===== src/rtl/mem_stage_ctrl_pkg.sv =====
// Shared types and helpers for the MEM-stage controller: FSM state encoding,
// default widths and the timeout counter width function.
package mem_stage_ctrl_pkg;

  localparam int DEF_DW      = 32;
  localparam int DEF_TIMEOUT = 16;

  typedef enum logic [1:0] {
    IDLE = 2'd0,
    BUSY = 2'd1,
    DONE = 2'd2
  } state_t;

  // A one-cycle timeout still needs a 1-bit counter.
  function automatic int ctr_width(input int timeout);
    return (timeout > 1) ? $clog2(timeout) : 1;
  endfunction

endpackage


===== src/rtl/mem_timeout_ctr.sv =====
// Saturating wait-cycle counter for the data-memory access; expire flags the
// last permitted BUSY cycle (count == TIMEOUT-1).
module mem_timeout_ctr
  import mem_stage_ctrl_pkg::*;
#(
  parameter int TIMEOUT = DEF_TIMEOUT
) (
  input  logic clk,
  input  logic rst,
  input  logic clear,
  input  logic enable,
  output logic expire
);

  localparam int            CW   = ctr_width(TIMEOUT);
  localparam logic [CW-1:0] LAST = CW'(TIMEOUT - 1);

  logic [CW-1:0] count;

  // NOTE: sequential state is always assigned with <= so every flop samples
  // pre-edge values regardless of block ordering.
  always_ff @(posedge clk) begin
    if (rst || clear) begin
      count <= '0;
    end else if (enable && (count != LAST)) begin
      count <= count + 1'b1;
    end
  end

  assign expire = (count == LAST);

endmodule


===== src/rtl/mem_stage_ctrl.sv =====
// MEM-stage controller: passes ALU results to MEM/WB in one cycle and runs
// loads/stores over a req/ack data-memory port, stalling the pipe meanwhile.
module mem_stage_ctrl
  import mem_stage_ctrl_pkg::*;
#(
  parameter int TIMEOUT = DEF_TIMEOUT,
  parameter int DW      = DEF_DW
) (
  input  logic          clk,
  input  logic          rst,
  input  logic          mwreg,
  input  logic          mm2reg,
  input  logic          mwmem,
  input  logic [4:0]    mdestReg,
  input  logic [DW-1:0] mr,
  input  logic [DW-1:0] mqb,
  output logic          dmem_req,
  output logic          dmem_we,
  output logic [DW-1:0] dmem_addr,
  output logic [DW-1:0] dmem_wdata,
  input  logic          dmem_ack,
  input  logic [DW-1:0] dmem_rdata,
  output logic          stall,
  output logic          wwreg,
  output logic          wm2reg,
  output logic [4:0]    wdestReg,
  output logic [DW-1:0] wr,
  output logic [DW-1:0] wmo,
  output logic          err_misal,
  output logic          err_tmo
);

  state_t state, state_nxt;

  logic          memop, misal;
  logic          req_c, stall_c, capture, ack_hit, set_misal, set_tmo;
  logic          ctr_clr, ctr_en, ctr_expire;

  logic          cap_we, cap_wreg, cap_m2reg, cap_tmo;
  logic [4:0]    cap_dest;
  logic [DW-1:0] cap_addr, cap_wdata, cap_rdata;

  assign memop = mm2reg | mwmem;
  assign misal = (mr[1:0] != 2'b00);

  mem_timeout_ctr #(.TIMEOUT(TIMEOUT)) u_ctr (
    .clk    (clk),
    .rst    (rst),
    .clear  (ctr_clr),
    .enable (ctr_en),
    .expire (ctr_expire)
  );

  // NOTE: every signal written here gets a default first, so no path through
  // the case can leave it unassigned and infer a latch.
  always_comb begin
    state_nxt = state;
    req_c     = 1'b0;
    stall_c   = 1'b0;
    capture   = 1'b0;
    ack_hit   = 1'b0;
    set_misal = 1'b0;
    set_tmo   = 1'b0;
    ctr_clr   = 1'b1;
    ctr_en    = 1'b0;
    unique case (state)
      IDLE: begin
        if (memop) begin
          if (misal) begin
            set_misal = 1'b1;
          end else begin
            stall_c   = 1'b1;
            capture   = 1'b1;
            state_nxt = BUSY;
          end
        end
      end
      BUSY: begin
        req_c   = 1'b1;
        stall_c = 1'b1;
        ctr_clr = 1'b0;
        if (dmem_ack) begin
          ack_hit   = 1'b1;
          state_nxt = DONE;
        end else if (ctr_expire) begin
          set_tmo   = 1'b1;
          state_nxt = DONE;
        end else begin
          ctr_en = 1'b1;
        end
      end
      DONE:    state_nxt = IDLE;
      default: state_nxt = IDLE;
    endcase
  end

  // Gating with rst drops the request and the stall in the reset cycle itself.
  assign dmem_req   = req_c & ~rst;
  assign stall      = stall_c & ~rst;
  assign dmem_we    = cap_we;
  assign dmem_addr  = cap_addr;
  assign dmem_wdata = cap_wdata;

  // NOTE: the capture registers are reset too, because they drive the memory
  // port directly and must read 0 after reset.
  always_ff @(posedge clk) begin
    if (rst) begin
      state     <= IDLE;
      cap_we    <= 1'b0;
      cap_wreg  <= 1'b0;
      cap_m2reg <= 1'b0;
      cap_tmo   <= 1'b0;
      cap_dest  <= '0;
      cap_addr  <= '0;
      cap_wdata <= '0;
      cap_rdata <= '0;
      err_misal <= 1'b0;
      err_tmo   <= 1'b0;
    end else begin
      state <= state_nxt;
      if (capture) begin
        cap_we    <= mwmem & ~mm2reg;
        cap_wreg  <= mwreg;
        cap_m2reg <= mm2reg;
        cap_dest  <= mdestReg;
        cap_addr  <= mr;
        cap_wdata <= mqb;
        cap_rdata <= '0;
        cap_tmo   <= 1'b0;
      end
      if (ack_hit && !cap_we) cap_rdata <= dmem_rdata;
      if (set_tmo)            cap_tmo   <= 1'b1;
      if (set_misal)          err_misal <= 1'b1;
      if (set_tmo)            err_tmo   <= 1'b1;
    end
  end

  // MEM/WB register: pass-through, completed access, or bubble.
  always_ff @(posedge clk) begin
    if (rst) begin
      wwreg    <= 1'b0;
      wm2reg   <= 1'b0;
      wdestReg <= '0;
      wr       <= '0;
      wmo      <= '0;
    end else if (state == IDLE && !memop) begin
      wwreg    <= mwreg;
      wm2reg   <= mm2reg;
      wdestReg <= mdestReg;
      wr       <= mr;
      wmo      <= '0;
    end else if (state == DONE) begin
      wwreg    <= cap_wreg & ~cap_tmo;
      wm2reg   <= cap_m2reg;
      wdestReg <= cap_dest;
      wr       <= cap_addr;
      wmo      <= cap_rdata;
    end else begin
      wwreg    <= 1'b0;
      wm2reg   <= 1'b0;
      wdestReg <= '0;
      wr       <= '0;
      wmo      <= '0;
    end
  end

endmodule


===== config.mk =====
export PLATFORM = sky130hd
export DESIGN_NAME = mem_stage_ctrl
export DESIGN_NICKNAME = d
export VERILOG_FILES = /design/src/rtl/mem_stage_ctrl_pkg.sv /design/src/rtl/mem_timeout_ctr.sv /design/src/rtl/mem_stage_ctrl.sv
export SDC_FILE = /design/constraint.sdc
export NUM_CORES = 1
export LEC_CHECK = 0
export ABC_AREA = 1
export CORE_MARGIN = 2
export CORE_UTILIZATION = 39
export DETAILED_ROUTE_END_ITERATION = 10
export PLACE_DENSITY = 0.87
export SYNTH_ARGS = -nofsm -noshare
export SYNTH_HDL_FRONTEND = slang
export SYNTH_SLANG_ARGS = --single-unit

===== constraint.sdc =====
create_clock -name clk -period 2 [get_ports clk]
set_clock_uncertainty 0.1 [all_clocks]
set_input_delay 0.6 -clock clk [delete_from_list [all_inputs] [get_ports clk]]
set_output_delay 0.6 -clock clk [all_outputs]
set_load 0.01 [all_outputs]

==> flow_metrics.tcl, run 1 <==
set metrics [dict create \
    critPathSlowestCell "dfxtp_4" \
    drc 0 \
    sw_frac_of_total 0.2409 \
    cts_root_buf "clkbuf_16" \
    crit_path_max_incr_delay_ns 0.36 \
    async_reset_ff_frac 0 \
    power.switching_uw 1972 \
    htree_levels 4 \
    numCtsBuffers 17 \
    gr-usage-all-layers 0.2106 \
    antenna_found_initial 1 \
    fin_nets 1138 \
    rsz0062_at_grt "yes" \
    die_h_um 131.1 \
    drt_iter0_drc 261 \
    drv_cap 0 \
    maxSlewHeadroom 0.4326 \
    whs_ns 0.3249 \
    yosys_warnings 0 \
    r2r-start "state[1]$_SDFFE_PP0P_" \
    min_from "cap_rdata[6]$_SDFFE_PP0P_" \
    cp-start-kind "register" \
    fin_ws_ns 0.02019 \
    clkPwrFrac 0.440 \
    dp_hpwl_um 12440 \
    cts.clk_slew.worst_paths_ns 0.07 \
    finalCritPeriodShare 0.9899 \
    grt_pass1_vias 5858 \
    core_um2 15830 \
    synth-edff-count 0 \
    place.gp.congestion 0.7726 \
    setup_viol 0 \
    netlist_instances 791 \
    power_leakage_uw 0.004283 \
    antenna_left 0 \
    crit_path_end_kind "output port" \
    tightest_slew_ns 0.8511 \
    drt_first_pass_iters 5 \
    avgSynthCellArea_um2 7.966 \
    port_buffers 246 \
    peakVddDrop_mv 0.5433 \
    power.internal_uw 6211 \
    synth_cell_types 17 \
    pre_cts_ws_ns -0.9024 \
    seq_area_frac_synth 0.5846 \
    crit_path_max_fanout 3 \
    via_per_inst 4.876 \
    clk_latency_ns 0.42 \
    layout_min_cycle_time_ns 1.980 \
    powerDensity_nw_per_um2 842.5 \
    startpoint "state[0]$_SDFFE_PP0P_" \
    rows 46 \
    routed_wl_um 18610 \
    grt_pass1_wl_um 29300 \
    n_fill_cell 1324 \
    hp-class "reg2reg" \
    slew_viol_final 0 \
    grt.overflow.total 0 \
    pwr-share-comb 0.094 \
    area_growth_pct 54.15 \
    fmax_ghz 0.5051 \
    criticalPathCategory "reg2out" \
    die_x_um 131.1 \
    critPathArrivalTime_ns 1.28 \
    ys.flop_type "dfxtp_1" \
    cts.sinks 184 \
    synth_fp_nets 899 \
    status "finished, final reports clean" \
    crit_chain "nor2_4, nand3_4, a21oi_2, buf_2" \
    p_seq_frac 0.466 \
    yosys_register_bits 184 \
    drive_above_1_share 0.08054 \
    required_ns 1.30 \
    vias 6144 \
    ctsLongestPathBuffers 2 \
    grt_start_max_net_pins 84 \
    initial_core_util 0.3981 \
    die_area_um2 17190 \
    wire_per_inst_um 14.77 \
    finalHoldViolations 0 \
    syn_area_um2 6301 \
    tritoncts "yes" \
    pin_count 247 \
]
-- critical path: cells and delay by family, from the launching register on --
family | cells | cell delay, ns
buffers and inverters | 1 | 0.15
and+or+nand+nor | 2 | 0.24
DFF | 1 | 0.36
AOI/OAI and AO/OA | 1 | 0.11
-- cells in the mapped netlist, types with 2 or more instances --
master / count / area (um2)
nand2_1: 235 / 882.1
dfxtp_1: 184 / 3684
a21oi_1: 149 / 745.7
nand3_1: 71 / 355.3
inv_1: 48 / 180.2
nor2_1: 41 / 153.9
clkbuf_1: 29 / 108.9
buf_2: 18 / 90.09
buf_1: 4 / 15.01
buf_4: 3 / 22.52
inv_2: 2 / 7.510
nor2_2: 2 / 12.51
-- layout by cell type (no fill, tap or decap) --
cell type        count
a21oi_1            148
a21oi_2              1
buf_12               7
buf_2                3
buf_4               22
buf_6                1
bufinv_16            3
clkbuf_16           17
clkbuf_2             1
clkbuf_8             1
clkdlybuf4s15_1      1
clkdlybuf4s50_1    122
clkinv_2             1
dfxtp_1            182
dfxtp_2              1
dfxtp_4              1
diode_2              1
dlygate4sd2_1       93
dlymetal6s2s_1      24
ha_1                 1
inv_1               45
inv_2                5
inv_6                5
inv_8                5
nand2_1            233
nand2_2              1
nand2_4              1
nand3_1             71
nand3_4              1
nand3b_1             1
nand4_1              1
nor2_1              36
nor2_2               3
nor2_4               4
o21a_1               1
-- registers in the layout, indices dropped and copies added, names as in the netlist --
| name | count |
|---|---|
| cap_m2reg | 1 |
| wr | 32 |
| dmem_wdata | 32 |
| wmo | 32 |
| cap_tmo | 1 |
| cap_wreg | 1 |
| state | 2 |
| wwreg | 1 |
| dmem_we | 1 |
| err_misal | 1 |
| wdestReg | 5 |
| wm2reg | 1 |
| u_ctr.count | 4 |
| cap_rdata | 32 |
| dmem_addr | 32 |
| err_tmo | 1 |
| cap_dest | 5 |
-- what timing repair did --
| action | in CTS | in global routing |
|---|---|---|
| pin swaps | 5 | 4 |
| endpoints found under the setup margin | 174 | 26 |
| hold endpoints to repair | 0 | 0 |
| gates resized for setup | 124 | 29 |
| buffers inserted | 1 | 2 |
| hold buffers | 0 | 0 |
-- per-layer routing --
metal | GRT usage | vias to the layer above | routed length (um)
li1 | - | 3009 | -
met1 | 0.2491 | 2858 | 7652
met2 | 0.3506 | 250 | 8895
met3 | 0.08063 | 27 | 1688
met4 | 0.07307 | 0 | 371
met5 | 0 | - | 0
-- power by group through the flow --
stage          logic, uW  clock network (uW)  registers, uW
6_report             772                3600           3810
3_3_place_gp         804                   0           3890
5_1_grt              836                3830           3820
3_5_place_dp         813                   0           3900
2_1_floorplan        269                   0           3930
4_1_cts              775                3690           3810
-- area by class of cell --
cell class,count,area [um2],area share
flip-flops and latches,184,3689,0.3798
diodes,1,2.502,0.0002576
clock buffers,18,439.2,0.04521
repair buffers,274,2683,0.2762
clock inverters,14,195.2,0.02010
inverters,50,187.7,0.01932
well taps,216,270.3,0.02782
multi-input cells,503,2247,0.2314
-- per-stage QoR --
stage	utilization	area, um2	instances	setup TNS (ns)	power [uW]
4_1_cts	0.6086	9633	1257	-0.02121	8277
3_3_place_gp	0.5749	9099	1224	-64.13	4696
6_report	0.6137	9713	1260	0	8183
5_1_grt	0.6135	9711	1259	-0.05456	8492
3_5_place_dp	0.5749	9099	1224	-71.96	4711
2_1_floorplan	-	6307	791	0	4200
-- path summary, 6_finish.rpt --
check	end	slack [ns]	cells past startpoint
hold / removal	wmo[6]$_SDFF_PP0_	0.32	2
hold reg to reg	wmo[6]$_SDFF_PP0_	0.32	2
setup reg to reg	wmo[8]$_SDFF_PP0_	0.27	9
setup / recovery	stall	0.02	4
-- cell families (layout without fill, tap and decap cells) --
kind of cell	after synthesis	count (layout)	share of synthesized area
other cells	0	1	0
flops	184	184	0.5846
compound gates	150	150	0.1195
simple gates	352	352	0.2266
fa+ha+maj	1	1	0.001985
buf+inv	104	356	0.06731
Note: power is estimated with default switching activity, not from simulation.
==> inputs of run 2 (changes only) <==
--- a/config.mk
+++ b/config.mk
@@ -6,9 +6,9 @@
 export NUM_CORES = 1
 export LEC_CHECK = 0
 export ABC_AREA = 1
-export CORE_MARGIN = 2
 export CORE_UTILIZATION = 39
 export DETAILED_ROUTE_END_ITERATION = 10
+export GPL_ROUTABILITY_DRIVEN = 0
 export PLACE_DENSITY = 0.87
 export SYNTH_ARGS = -nofsm -noshare
 export SYNTH_HDL_FRONTEND = slang
==> run 2 against run 1 <==
Net effect:
- the run now ends with setup timing left
- global-route usage is 1.0 points higher
- maximum frequency is 3.3% lower
- critical path depth is 2 higher
- via count is 0.42% lower
- cell area hardly changed
- worst hold slack better by 0.0014 ns
- register-to-register slack worse by 0.08 ns
- combinational power is 2% higher
- sequential power hardly changed
- largest cell class unchanged
- worst setup slack worse by 0.069 ns
==> flow_metrics.tcl, run 2 (synthesis gave the netlist of run 1 again) <==
set metrics [dict create \
    status "finished, violations left" \
    violations "setup timing" \
    finalCritPeriodShare 1.024 \
    tightest_slew_ns 0.6164 \
    setup_viol 1 \
    power_leakage_uw 0.004431 \
    routed.top_layer "met4" \
    drv_cap 0 \
    crit_path_end_kind "output port" \
    fmax_ghz 0.4882 \
    crit_chain "clkdlybuf4s15_1, inv_2, nand2_2, nand3_4, a21oi_2, buf_2" \
    antenna_cells 0 \
    fin_ws_ns -0.04835 \
    clkPwrFrac 0.412 \
    grt_pass1_wl_um 28370 \
    crit_path_max_fanout 2 \
    die_x_um 129.1 \
    pwr-share-comb 0.101 \
    core_um2 15830 \
    grt.overflow.total 0 \
    layout_min_cycle_time_ns 2.048 \
    power.switching_uw 1854 \
    crit_path_max_incr_delay_ns 0.20 \
    sw_frac_of_total 0.2369 \
    wl_met2_um 9075 \
    grt_pass1_vias 5662 \
    antenna_found_initial 0 \
    power.internal_uw 5973 \
    final_cells 1264 \
    maxSlewHeadroom 0.5891 \
    rsz0062_at_grt "yes" \
    rows 46 \
    cts_root_buf "clkbuf_16" \
    drc 0 \
    vias 6118 \
    p_seq_frac 0.487 \
    fin_util 0.6142 \
    final_cell_mix "233 x nand2_1, 182 x dfxtp_1, 148 x a21oi_1" \
    clk_latency_ns 0.42 \
    port_buffers 246 \
    cts.clk_slew.worst_paths_ns 0.06 \
    cp-start-kind "input port" \
    ctsLongestPathBuffers 2 \
    routed_wl_um 18940 \
    peakVddDrop_mv 0.5614 \
    regToRegSetupSlack_ns 0.19 \
    cts_hold_buf 0 \
    dr_wl_met3_um 1719 \
    antenna_left 0 \
    initial_core_util 0.3981 \
    drt_iter0_drc 314 \
    required_ns 1.30 \
    hp-class "reg2reg" \
    grt_start_max_net_pins 61 \
    met1_length_um 7776 \
    tritoncts "yes" \
    htree_levels 4 \
    dp_hpwl_um 12750 \
    drt_first_pass_iters 5 \
    finalHoldViolations 0 \
    critPathArrivalTime_ns 1.35 \
    slew_viol_final 0 \
    placedCellCount 1228 \
    fin_tns_setup_ns -0.04835 \
    final_common_cell "nand2_1" \
    area_growth_pct 54.29 \
    die_area_um2 16670 \
    via_per_inst 4.840 \
    pin_count 247 \
    wire_per_inst_um 14.98 \
    powerDensity_nw_per_um2 805.1 \
    numCtsBuffers 17 \
    drive_above_1_share 0.08206 \
    die_h_um 129.1 \
    fin_nets 1144 \
    gr-usage-all-layers 0.2206 \
    pre_cts_ws_ns -0.8009 \
    criticalPathCategory "in2out" \
    critPathSlowestCell "clkdlybuf4s15_1" \
    cts.sinks 184 \
]
-- run 2: cell types whose count changed in the layout (fill, tap and decap cells not counted), sizes merged, moves of 2 or more --
cell / previous run / this run
buf: 33 / 37
bufinv: 3 / 1
clkbuf: 19 / 22
clkdlybuf4s50: 122 / 114
clkinv: 1 / 5
clkinvlp: 0 / 2
dlymetal6s2s: 24 / 32
inv: 60 / 52
-- run 2: metal layers --
metal	track usage	up-vias
li1	-	3014
met1	0.2593	2835
met3	0.08836	25
met2	0.3602	244
met4	0.08512	0
met5	0	-
-- run 2: layout make-up --
class | instances | area, um2
multi-input combinational | 503 | 2232
fill | 1345 | 6106
clock buffer | 21 | 470.5
sequential | 184 | 3686
tap | 216 | 270.3
clock inverter | 10 | 95.09
inverter | 50 | 190.2
timing repair buffer | 280 | 2778
-- run 2: power by group through the flow --
stage | Sequential (uW) | Combinational [uW] | Clock (uW)
after floorplan | 3930 | 269 | 0
after global placement | 3890 | 812 | 0
after detailed placement | 3900 | 823 | 0
after CTS | 3810 | 784 | 3300
after global routing | 3820 | 851 | 3430
final | 3810 | 788 | 3230
-- run 2: worst max-delay path, delay by kind of cell --
family	cells	cell delay, ns
AND/OR/NAND/NOR	2	0.22
buffers and inverters	3	0.40
AO/OA/AOI/OAI	1	0.12
-- run 2: final timing paths --
check / end / startpoint / cells after the start
worst max register to register: dmem_wdata[28]$_SDFFE_PP0P_ / state[1]$_SDFFE_PP0P_ / 6
worst max-delay path: stall / mm2reg / 6
worst min register to register: wmo[23]$_SDFF_PP0_ / cap_rdata[23]$_SDFFE_PP0P_ / 2
worst min-delay path: wmo[23]$_SDFF_PP0_ / cap_rdata[23]$_SDFFE_PP0P_ / 2
-- run 2: metrics by stage --
stage	hold slack (ns)	cell area [um2]	total power, uW
floorplan	0.3084	6307	4200
global placement	0.3126	9131	4704
detailed placement	0.3194	9131	4719
CTS	0.3294	9617	7901
global route	0.3441	9722	8104
finish	0.3263	9722	7828
-- run 2: repair_timing --
item                       in CTS  in global routing
setup buffers                   2                  3
pin swaps                       6                  4
gates resized for setup       121                 36
setup endpoints to repair     175                 65
==> inputs of run 3 (changes only) <==
--- a/config.mk
+++ b/config.mk
@@ -7,6 +7,7 @@
 export LEC_CHECK = 0
 export ABC_AREA = 1
 export CORE_UTILIZATION = 39
+export CTS_CLUSTER_SIZE = 24
 export DETAILED_ROUTE_END_ITERATION = 10
 export GPL_ROUTABILITY_DRIVEN = 0
 export PLACE_DENSITY = 0.87
==> results of run 3 <==
Final layout, timing and power as in run 2 (identical DEF).
==> RTL edit, RTL diff (config.mk and constraints of run 3) <==
Change the package constant `DEF_DW` from 32 to 24.
--- a/src/rtl/mem_stage_ctrl_pkg.sv
+++ b/src/rtl/mem_stage_ctrl_pkg.sv
@@ -4,3 +4,3 @@
 
-  localparam int DEF_DW      = 32;
+  localparam int DEF_DW      = 24;
   localparam int DEF_TIMEOUT = 16;
Interface: changed (7 resized); port bits go from 247 to 191. The function was not compared with the original's and may differ.
==> RTL edit against run 3 <==
Cell count is 20% lower; synthesized area decreased by 21%; via count fell by 22%; utilization increased by 0.98 points; worst hold slack worse by 0.0015 ns; routed wire length decreased by 29%; sequential power decreased by 22%; cell area is 19% lower; largest cell class unchanged; critical path type unchanged; the run still ends with negative setup slack left; worst setup slack improved by 0.034 ns; sequential share of layout area is 1.1 points lower; sequential cell count decreased by 40; largest power group is now clock; fmax up 1.7%; total power fell by 9.8%.
==> RTL edit: results (changes against run 3) <==
| Metric | Value |
|---|---|
| Peak VDD IR | 0.000529 V (was 0.000561 V) |
| Routed len/inst | 13.5 um (was 15.0 um) |
| Yosys warns | 0 (unchanged) |
| R2R Path End | wr[9]$_SDFF_PP0_ (was dmem_wdata[28]$_SDFFE_PP0P_) |
| Iteration-0 DRC count of the detailed router | 432 (was 314) |
| Largest net degree at the start of global routing | 75 (was 61) |
| Post-synthesis sequential area ratio | 0.576 (was 0.585) |
| Net Count, Synth | 710 (was 899) |
| CP endpoint kind | primary output (unchanged) |
| Failing checks | negative setup slack (unchanged) |
| Commonest cells post-synth | 184 x nand2_1, 144 x dfxtp_1, 116 x a21oi_1, 55 x nand3_1, 40 x inv_1 (was 235 x nand2_1, 184 x dfxtp_1, 149 x a21oi_1, 71 x nand3_1, 48 x inv_1) |
| PortBufs | 190 (was 246) |
| CP Launch Point | mr[0] (was mm2reg) |
| Dpl cell area | 7130 um2 (was 9130 um2) |
| Crit-path slowest cell | clkdlybuf4s15_2 (was clkdlybuf4s15_1) |
| Setup-failing EPs final | 1 (unchanged) |
| R2r setup slk | 0.14 ns (was 0.19 ns) |
| Post-DP HPWL | 8.96 mm (was 12.7 mm) |
| All-layer global routing usage | 0.208 (was 0.221) |
| CP peak stage delay | 0.21 ns |
| First-pass GRT wire length | 21.4 mm (was 28.4 mm) |
| Status | finished with violations (unchanged) |
| FILL cells | 1,054 (was 1,345) |
| Post-layout net count | 905 (was 1,144) |
| Setup ws final | -0.0147 ns (was -0.0484 ns) |
| Worst skew pair latency | 0.41 ns |
| P_leak | 3.47 nW (was 4.43 nW) |
| Share of layout cells above drive strength 1 | 0.0972 (was 0.0821) |
| Unique masters post-synth | 21 (was 17) |
| Vias in the first global route | 4,410 (was 5,662) |
| Slew @ Worst Pin | 0.544 ns (was 0.616 ns) |
| Top cells by area, synth | dfxtp_1 58%, nand2_1 14%, a21oi_1 12%, nand3_1 5.5%, inv_1 3.0% (was dfxtp_1 58%, nand2_1 14%, a21oi_1 12%, nand3_1 5.6%, inv_1 2.9%) |
## RTL edit: what timing repair did
action	in CTS	in global routing
buffers inserted	1	2
pin swaps	5	2
endpoints found under the hold margin	0	0
setup endpoints to repair	117	55
resized for setup	78	34
## RTL edit: stage by stage
stage / util / setup WS [ns] / hold slack (ns) / power [mW] / cells
after global routing: 0.624 / -0.0455 / 0.333 / 7.31 / 1005
after CTS: 0.617 / -0.0340 / 0.325 / 7.13 / 1003
final: 0.624 / -0.0147 / 0.325 / 7.06 / 1005
after detailed placement: 0.567 / -0.812 / 0.315 / 3.67 / 971
after global placement: 0.567 / -0.775 / 0.312 / 3.66 / 971
after floorplan: - / 0.00308 / 0.308 / 3.30 / 626
## RTL edit: kinds of logic (layout without fill, tap and decap cells)
group / after synthesis / in the layout / share of synthesized area
and+or+nand+nor: 280 / 280 / 0.230
DFF: 144 / 144 / 0.576
buffers and inverters: 83 / 290 / 0.0739
adders and majority gates: 1 / 1 / 0.00250
AOI/OAI and AO/OA: 118 / 118 / 0.118
## RTL edit: layer usage
metal / share of wire / routed length (um) / up-vias / track usage
li1: - / - / 2389 / -
met1: 0.40 / 5460 / 2160 / 0.247
met2: 0.49 / 6580 / 191 / 0.335
met3: 0.077 / 1040 / 42 / 0.0722
met4: 0.033 / 443 / 0 / 0.105
met5: 0 / 0 / - / 0
## RTL edit: worst min path at each step
| stage | from | to |
|---|---|---|
| 2_1_floorplan | cap_m2reg$_SDFFE_PP0P_ | wm2reg$_SDFF_PP0_ |
| 3_3_place_gp | cap_rdata[4]$_SDFFE_PP0P_ | wmo[4]$_SDFF_PP0_ |
| 3_5_place_dp | cap_rdata[2]$_SDFFE_PP0P_ | wmo[2]$_SDFF_PP0_ |
| 4_1_cts | cap_rdata[19]$_SDFFE_PP0P_ | wmo[19]$_SDFF_PP0_ |
| 5_1_grt | cap_rdata[18]$_SDFFE_PP0P_ | wmo[18]$_SDFF_PP0_ |
| 6_report | cap_rdata[19]$_SDFFE_PP0P_ | wmo[19]$_SDFF_PP0_ |
## RTL edit: worst register-to-register path, cell delays in order (launching register included)
cell	delay, ns
dfxtp_4	0.35
buf_6	0.12
buf_4	0.12
buf_4	0.13
nor2_2	0.37
buf_4	0.32
nand2_1	0.09
a21oi_1	0.18
## RTL edit: cell type report
class	count	area, um2	share of cell area
Clock inverter	10	181	0.0231
Tap cell	172	215	0.0274
Inverter	42	158	0.0201
Sequential cell	144	2890	0.368
Multi-Input combinational cell	399	1800	0.230
Timing Repair Buffer	217	2130	0.271
Clock buffer	21	470	0.0600
## RTL edit: power breakdown
group	switching, mW	internal, mW	leakage, nW
Combinational	0.298	0.307	1.98
Clock	1.17	2.30	0.319
Sequential	0.0384	2.95	1.17
